[src/rtl/shift8_deser_pkg.sv]
// Shared definitions for the 8-bit shifter datapath: receiver FSM encodings and default word width.
package shift8_deser_pkg;

   localparam int SHIFT8_WIDTH = 8;

   typedef enum logic {
      RX_IDLE  = 1'b0,
      RX_SHIFT = 1'b1
   } rxState_e;

endpackage

[src/rtl/shift8_hold_reg.sv]
// WIDTH-bit holding register with load enable and asynchronous active-low clear.
module shift8_hold_reg #(
   parameter int WIDTH = 8
) (
   input  logic             clk,
   input  logic             reset_n,
   input  logic             load_i,
   input  logic [WIDTH-1:0] d_i,
   output logic [WIDTH-1:0] q_o
);

   logic [WIDTH-1:0] data_q;

   always_ff @(posedge clk or negedge reset_n) begin
      if (!reset_n) begin
         data_q <= '0;
      end else if (load_i) begin
         data_q <= d_i;
      end
   end

   assign q_o = data_q;

endmodule

[src/rtl/shift8_deser.sv]
// Serial-to-parallel receiver: assembles WIDTH bits into a word and offers it through a
// valid/ready holding register, flagging overrun when a finished word cannot be delivered.
module shift8_deser
   import shift8_deser_pkg::*;
#(
   parameter int WIDTH     = SHIFT8_WIDTH,
   parameter int MSB_FIRST = 1
) (
   input  logic                     clk,
   input  logic                     reset_n,
   input  logic                     s_in,
   input  logic                     s_valid,
   input  logic                     start,
   output logic [WIDTH-1:0]         q,
   output logic                     q_valid,
   input  logic                     q_ready,
   output logic                     overrun,
   input  logic                     clr_ovr,
   output logic [$clog2(WIDTH)-1:0] bit_cnt
);

   localparam int            CW       = $clog2(WIDTH);
   localparam logic [CW-1:0] LAST_BIT = CW'(WIDTH - 1);

   rxState_e         state_q;
   logic [WIDTH-1:0] sr_q;
   logic [WIDTH-1:0] srBase;
   logic [WIDTH-1:0] shifted;
   logic [CW-1:0]    bitCnt_q;
   logic             qValid_q, qValid_d;
   logic             overrun_q, overrun_d;
   logic             complete, deliver, loadQ, dropWord;

   // A frame sync or an empty receiver shifts from zero, so the new bit becomes bit 0.
   always_comb begin
      srBase = (start || state_q == RX_IDLE) ? '0 : sr_q;
      if (MSB_FIRST != 0) begin
         shifted = {srBase[WIDTH-2:0], s_in};
      end else begin
         shifted = {s_in, srBase[WIDTH-1:1]};
      end
   end

   assign complete = s_valid && !start && (state_q == RX_SHIFT) && (bitCnt_q == LAST_BIT);
   assign deliver  = qValid_q && q_ready;
   assign loadQ    = complete && (!qValid_q || q_ready);
   assign dropWord = complete && qValid_q && !q_ready;

   always_ff @(posedge clk or negedge reset_n) begin
      if (!reset_n) begin
         state_q  <= RX_IDLE;
         sr_q     <= '0;
         bitCnt_q <= '0;
      end else if (s_valid) begin
         if (complete) begin
            state_q  <= RX_IDLE;
            sr_q     <= '0;
            bitCnt_q <= '0;
         end else begin
            state_q  <= RX_SHIFT;
            sr_q     <= shifted;
            bitCnt_q <= start ? CW'(1) : bitCnt_q + 1'b1;
         end
      end else if (start) begin
         state_q  <= RX_IDLE;
         sr_q     <= '0;
         bitCnt_q <= '0;
      end
   end

   // Setting overrun takes priority over a simultaneous clear.
   always_comb begin
      qValid_d = qValid_q;
      if (loadQ) begin
         qValid_d = 1'b1;
      end else if (deliver) begin
         qValid_d = 1'b0;
      end
      overrun_d = overrun_q;
      if (dropWord) begin
         overrun_d = 1'b1;
      end else if (clr_ovr) begin
         overrun_d = 1'b0;
      end
   end

   always_ff @(posedge clk or negedge reset_n) begin
      if (!reset_n) begin
         qValid_q  <= 1'b0;
         overrun_q <= 1'b0;
      end else begin
         qValid_q  <= qValid_d;
         overrun_q <= overrun_d;
      end
   end

   shift8_hold_reg #(
      .WIDTH (WIDTH)
   ) uHoldReg (
      .clk     (clk),
      .reset_n (reset_n),
      .load_i  (loadQ),
      .d_i     (shifted),
      .q_o     (q)
   );

   assign q_valid = qValid_q;
   assign overrun = overrun_q;
   assign bit_cnt = bitCnt_q;

endmodule
[config.mk]
export PLATFORM = sky130hd
export DESIGN_NAME = shift8_deser
export DESIGN_NICKNAME = d
export VERILOG_FILES = /design/src/rtl/shift8_deser_pkg.sv /design/src/rtl/shift8_hold_reg.sv /design/src/rtl/shift8_deser.sv
export SDC_FILE = /design/constraint.sdc
export NUM_CORES = 1
export LEC_CHECK = 0
export ABC_AREA = 1
export CORE_MARGIN = 2
export CORE_UTILIZATION = 44
export DETAILED_ROUTE_END_ITERATION = 10
export HOLD_SLACK_MARGIN = 0.05
export PLACE_DENSITY = 0.73
export SETUP_SLACK_MARGIN = 0.05
export SYNTH_ARGS = -nofsm -noshare
export SYNTH_HDL_FRONTEND = slang
export SYNTH_SLANG_ARGS = --single-unit
[constraint.sdc]
create_clock -name clk -period 1.23 [get_ports clk]
set_clock_uncertainty 0.15 [all_clocks]
set_input_delay 0.246 -clock clk [delete_from_list [all_inputs] [get_ports clk]]
set_output_delay 0.246 -clock clk [all_outputs]
set_load 0.01 [all_outputs]
# Word-level counts from Yosys, hierarchy flattened

Index checks and enable logic that the tools add are counted.

Bits in latches: 0
Memories: 0
Output and inout bits: 13
Bits in read-only memories: 0
Register bits after elaboration: 21
RAM bits: 0

Add/sub/neg operators: 1
Muxes and demuxes: 15
$mul: 0
Reductions and logical operators: 15
Shift operators: 0
Bitwise operators: 1
Eq/ne operators: 1
$lt $le $gt $ge: 0
Div/mod/pow operators: 0

Operators with widths:

| kind                                         | count |
|---|---|
| 2-to-1 mux 7 bit                             | 4 |
| 2-to-1 mux 3 bit                             | 4 |
| logical AND 1 bit                            | 7 |
| 2-to-1 mux 1 bit                             | 7 |
| nonzero test 2 bit                           | 3 |
| adder 3 x 1 -> 3 bit (second input constant) | 1 |
| equality test 3 bit (second input constant)  | 1 |
| logical NOT 1 bit                            | 3 |
| logical OR 1 bit                             | 2 |
| NOT 1 bit                                    | 1 |

# Depth between registers and ports, before layout

Gate-level depths: netlist of the first run.

Word-level depth: 7
Depth in mapped cells: 7

# Hierarchy

A second synthesis of the first run with hierarchy kept.

Cells, all modules: 119
Area, all modules: 968.4 sq um

By module, submodules not included:

| module          | seq. area each (sq um) | area each (sq um) | instances | cells an instance |
|---|---|---|---|---|
| shift8_deser    | 325.3                  | 663.1             | 1         | 85 |
| shift8_hold_reg | 200.2                  | 305.3             | 1         | 34 |

# Worst setup path after synthesis of the first run

OpenSTA, ideal clock, no wires.

Path kind: register -> register
Start: register bitCnt_q[0], in the netlist bit_cnt[0]
End: register bitCnt_q[0], in the netlist bit_cnt[0]
Path slack: -0.170 ns
Setup time: 0.065 ns
Period minus slack after synthesis: 1.400 ns
Stages on the path, launching flop included: 8
Arrival time: 1.186 ns
Data required time: 1.015 ns
Cell sequence: dfrtp_1 > ha_1 > ha_1 > nand2_2 > inv_2 > nand2_4 > nand3_1 > nand2_1

Longest elaborated chain between the ends: 4

RTL lines:

| element                                                            | RTL line                               | RTL |
|---|---|---|
| start: declaration                                                 | shift8_deser.sv:29                     | `logic [CW-1:0] bitCnt_q;` |
| start signal: assignment                                           | shift8_deser.sv:62                     | `bitCnt_q <= start ? CW'(1) : bitCnt_q + 1'b1;` |
| adder 3 x 1 -> 3 bit / equality test 3 bit (equally long branches) | shift8_deser.sv:62, shift8_deser.sv:44 |  |
| 2-to-1 mux 3 bit / logical AND 1 bit (equally long branches)       | shift8_deser.sv:62, shift8_deser.sv:44 |  |
| 2-to-1 mux 3 bit (*)                                               | shift8_deser.sv:55                     | `if (complete) begin` |
| 2-to-1 mux 3 bit (*)                                               | shift8_deser.sv:54                     | `end else if (s_valid) begin` |

Every way passes the cells marked *; elsewhere a longest branch is shown, timed or not.
A chain may end at the register's enable or synchronous reset.

# Final worst setup path of the first run

Start: register bitCnt_q[0], in the netlist bit_cnt[0]
End: register bitCnt_q[2], in the netlist bit_cnt[2]

The elaborated chain is that of the path after synthesis.

==> impl_metrics.ini, run 1 <==
[run_status]
status = finished with violations
violations = setup timing

[finish]
drive_above_1_share_pct = 40.67
mostFrequentLayoutCells = 41 x nand2_1, 23 x buf_4, 21 x dfrtp_1, 11 x buf_2, 8 x nand3_1
fin_area_um2 = 1403
synthToLayoutAreaGrowth_pct = 49.87
stdcell_count = 177
num-nets-final = 160
final_common_cell = nand2_1
diodes = 0
postLayoutCoreUtil_pct = 70.77

[grt]
gr-total-overflow = 0
grt_first_pass_wirelength_um = 3436
antenna_found_initial = 0
grt_pass1_vias = 786
grt_max_degree = 22
grt_usage_pct = 18.31

[power]
clockPowerShare_pct = 26.8
p_leak_nw = 0.7809
power_frac_comb_pct = 14.6
switching_share_pct = 24.81
intPower_mw = 0.9224
ir_drop_mv = 0.5626
powerDensity_nw_per_um2 = 874.7
switchingPower_mw = 0.3044
power_frac_seq_pct = 58.6
p_total_mw = 1.227

[clock_network]
clockBufferDepth = 2
hold_buffers = 0
clock-root-buffer = clkbuf_4
cts_tree = built
clock_latency_ps = 300
htreeDepth = 1
clkSinkCount = 21
cts_buffers = 3
clk_pin_slew_worst_paths_ps = 110

[route]
drt-initial-drc-count = 21
routed-via-count = 851
drt_wl_total_um = 2025
firstDrtPassIters = 4
antenna_left = 0
drc_errors = 0
viasPerCell = 4.808
wl_per_cell_um = 11.44

[timing]
clock.fmax_ghz = 0.7002
setup_slack_ps = -198.1
whs_ps = 139.0
finalHoldViolations = 0
rsz0062_at_grt = true
timing.setup.tns_ps = -3910
slew_viol_final = 0
min_period_ps = 1428
maxSlewHeadroom_pct = 74.01
setup_viol = 23
tightestPinTransition_ps = 389.5
min_period_over_period_pct = 116.1

[synth]
syn_area_um2 = 935.9
yosysWarnings = 0
synth_nets = 114
yosys_register_bits = 21
syn-mean-instance-area_um2 = 8.913
syn_inst = 105
yosysSeqAreaShare_pct = 56.15
synth.distinct_cells = 14

[floorplanning]
coreArea_um2 = 1982
die_area_um2 = 2512
fp.dieW_um = 50.12
fp.dieH_um = 50.12
start_util_pct = 47.22
row_count = 16
num_io_pins = 20

[setup_path]
cp_common_cell = ha_4
required_ps = 1330
cp-end-kind = flip-flop
cpPeakStageDelay_ps = 410
rrSetupSlack_ps = -200
path_cells = buf_6 > ha_4 > ha_4 > nand2_4 > inv_6 > nand2_8 > nand3_2 > nand2_1
startpoint_type = flip-flop
critPathMaxFanout = 7
crit_slowest_cell = dfrtp_1
worstSetupPathType = reg2reg
cp.arrival_ps = 1520

[place]
dp_hpwl_um = 1400
placed_cells = 164
place_area_um2 = 1315
portBuffers = 19
dp_worst_setup_slack_ps = -513.7
gp_congestion = 0.7322

[hold_path]
hp-class = in2async

[flow_run]
maxCapViolations = 0
## sequential cells by signal (all words and copies together) (netlist names)
signal,flops
uHoldReg.q_o,8
overrun,1
bit_cnt,3
sr_q,7
q_valid,1
state_q,1
## final timing paths
path,endpoint,depth (start not counted),startpoint
max reg2reg,bit_cnt[2]$_DFFE_PN0P_,8,bit_cnt[0]$_DFFE_PN0P_
min in group clk,overrun$_DFFE_PN0P_,2,overrun$_DFFE_PN0P_
min,uHoldReg.q_o[7]$_DFFE_PN0P_,2,reset_n
max in group asynchronous,sr_q[0]$_DFFE_PN0P_,2,reset_n
min reg2reg,overrun$_DFFE_PN0P_,2,overrun$_DFFE_PN0P_
max,bit_cnt[2]$_DFFE_PN0P_,8,bit_cnt[0]$_DFFE_PN0P_
## cell type report
| class | count | area [um2] |
|---|---|---|
| multi-input combinational | 73 | 444.2 |
| clock buffer | 4 | 26.28 |
| inverter | 8 | 37.54 |
| fill | 144 | 579.3 |
| tap | 27 | 33.78 |
| timing repair buffer | 44 | 335.3 |
| sequential | 21 | 525.5 |
## cells in the mapped netlist, drive strengths merged
library cell,n,area (um2)
ha,2,25.02
inv,8,30.03
o21ai,1,8.760
nand4,6,37.54
buf,3,15.01
nand3,13,77.58
nor2,5,33.78
nand2,46,182.7
dfrtp,21,525.5
## routing by layer
metal,global-route usage [%],vias up,share of wire [%]
met5,0,-,0
met4,8.333,0,1.4
met3,3.030,4,6.8
met2,29.82,34,47
met1,23.67,384,44
li1,-,429,-
## timing repair
action,in CTS,in global routing
gates resized for setup,54,11
setup endpoints to repair,34,34
pin swaps,9,14
buffers inserted,2,7
## logic make-up after synthesis
logic type	after synthesis	synth area share (%)
DFF	21	56.15
adders and majority gates	2	2.673
and+or+nand+nor	70	35.43
AOI/OAI and AO/OA	1	0.9360
buffers and inverters	11	4.812
## critical path, delay by kind of cell (launching register included)
family | cells | cell delay [ps]
and+or+nand+nor | 4 | 320
adders and majority gates | 2 | 310
buffers and inverters | 2 | 180
DFF | 1 | 410
## power groups by stage
stage               Combinational [mW]  Sequential, mW  Clock (mW)
CTS                              0.166           0.719       0.329
global route                     0.200           0.721       0.377
detailed placement               0.151           0.732           0
finish                           0.179           0.719       0.329
global placement                 0.147           0.732           0
floorplan                       0.0549           0.735           0
No activity file was read; power rests on OpenSTA's default activity.
==> inputs of run 2 (changes only) <==
--- a/config.mk
+++ b/config.mk
@@ -9,6 +9,7 @@
 export CORE_MARGIN = 2
 export CORE_UTILIZATION = 44
 export DETAILED_ROUTE_END_ITERATION = 10
+export GPL_TIMING_DRIVEN = 1
 export HOLD_SLACK_MARGIN = 0.05
 export PLACE_DENSITY = 0.73
 export SETUP_SLACK_MARGIN = 0.05
==> results of run 2 <==
Final layout, timing and power as in run 1 (identical DEF).
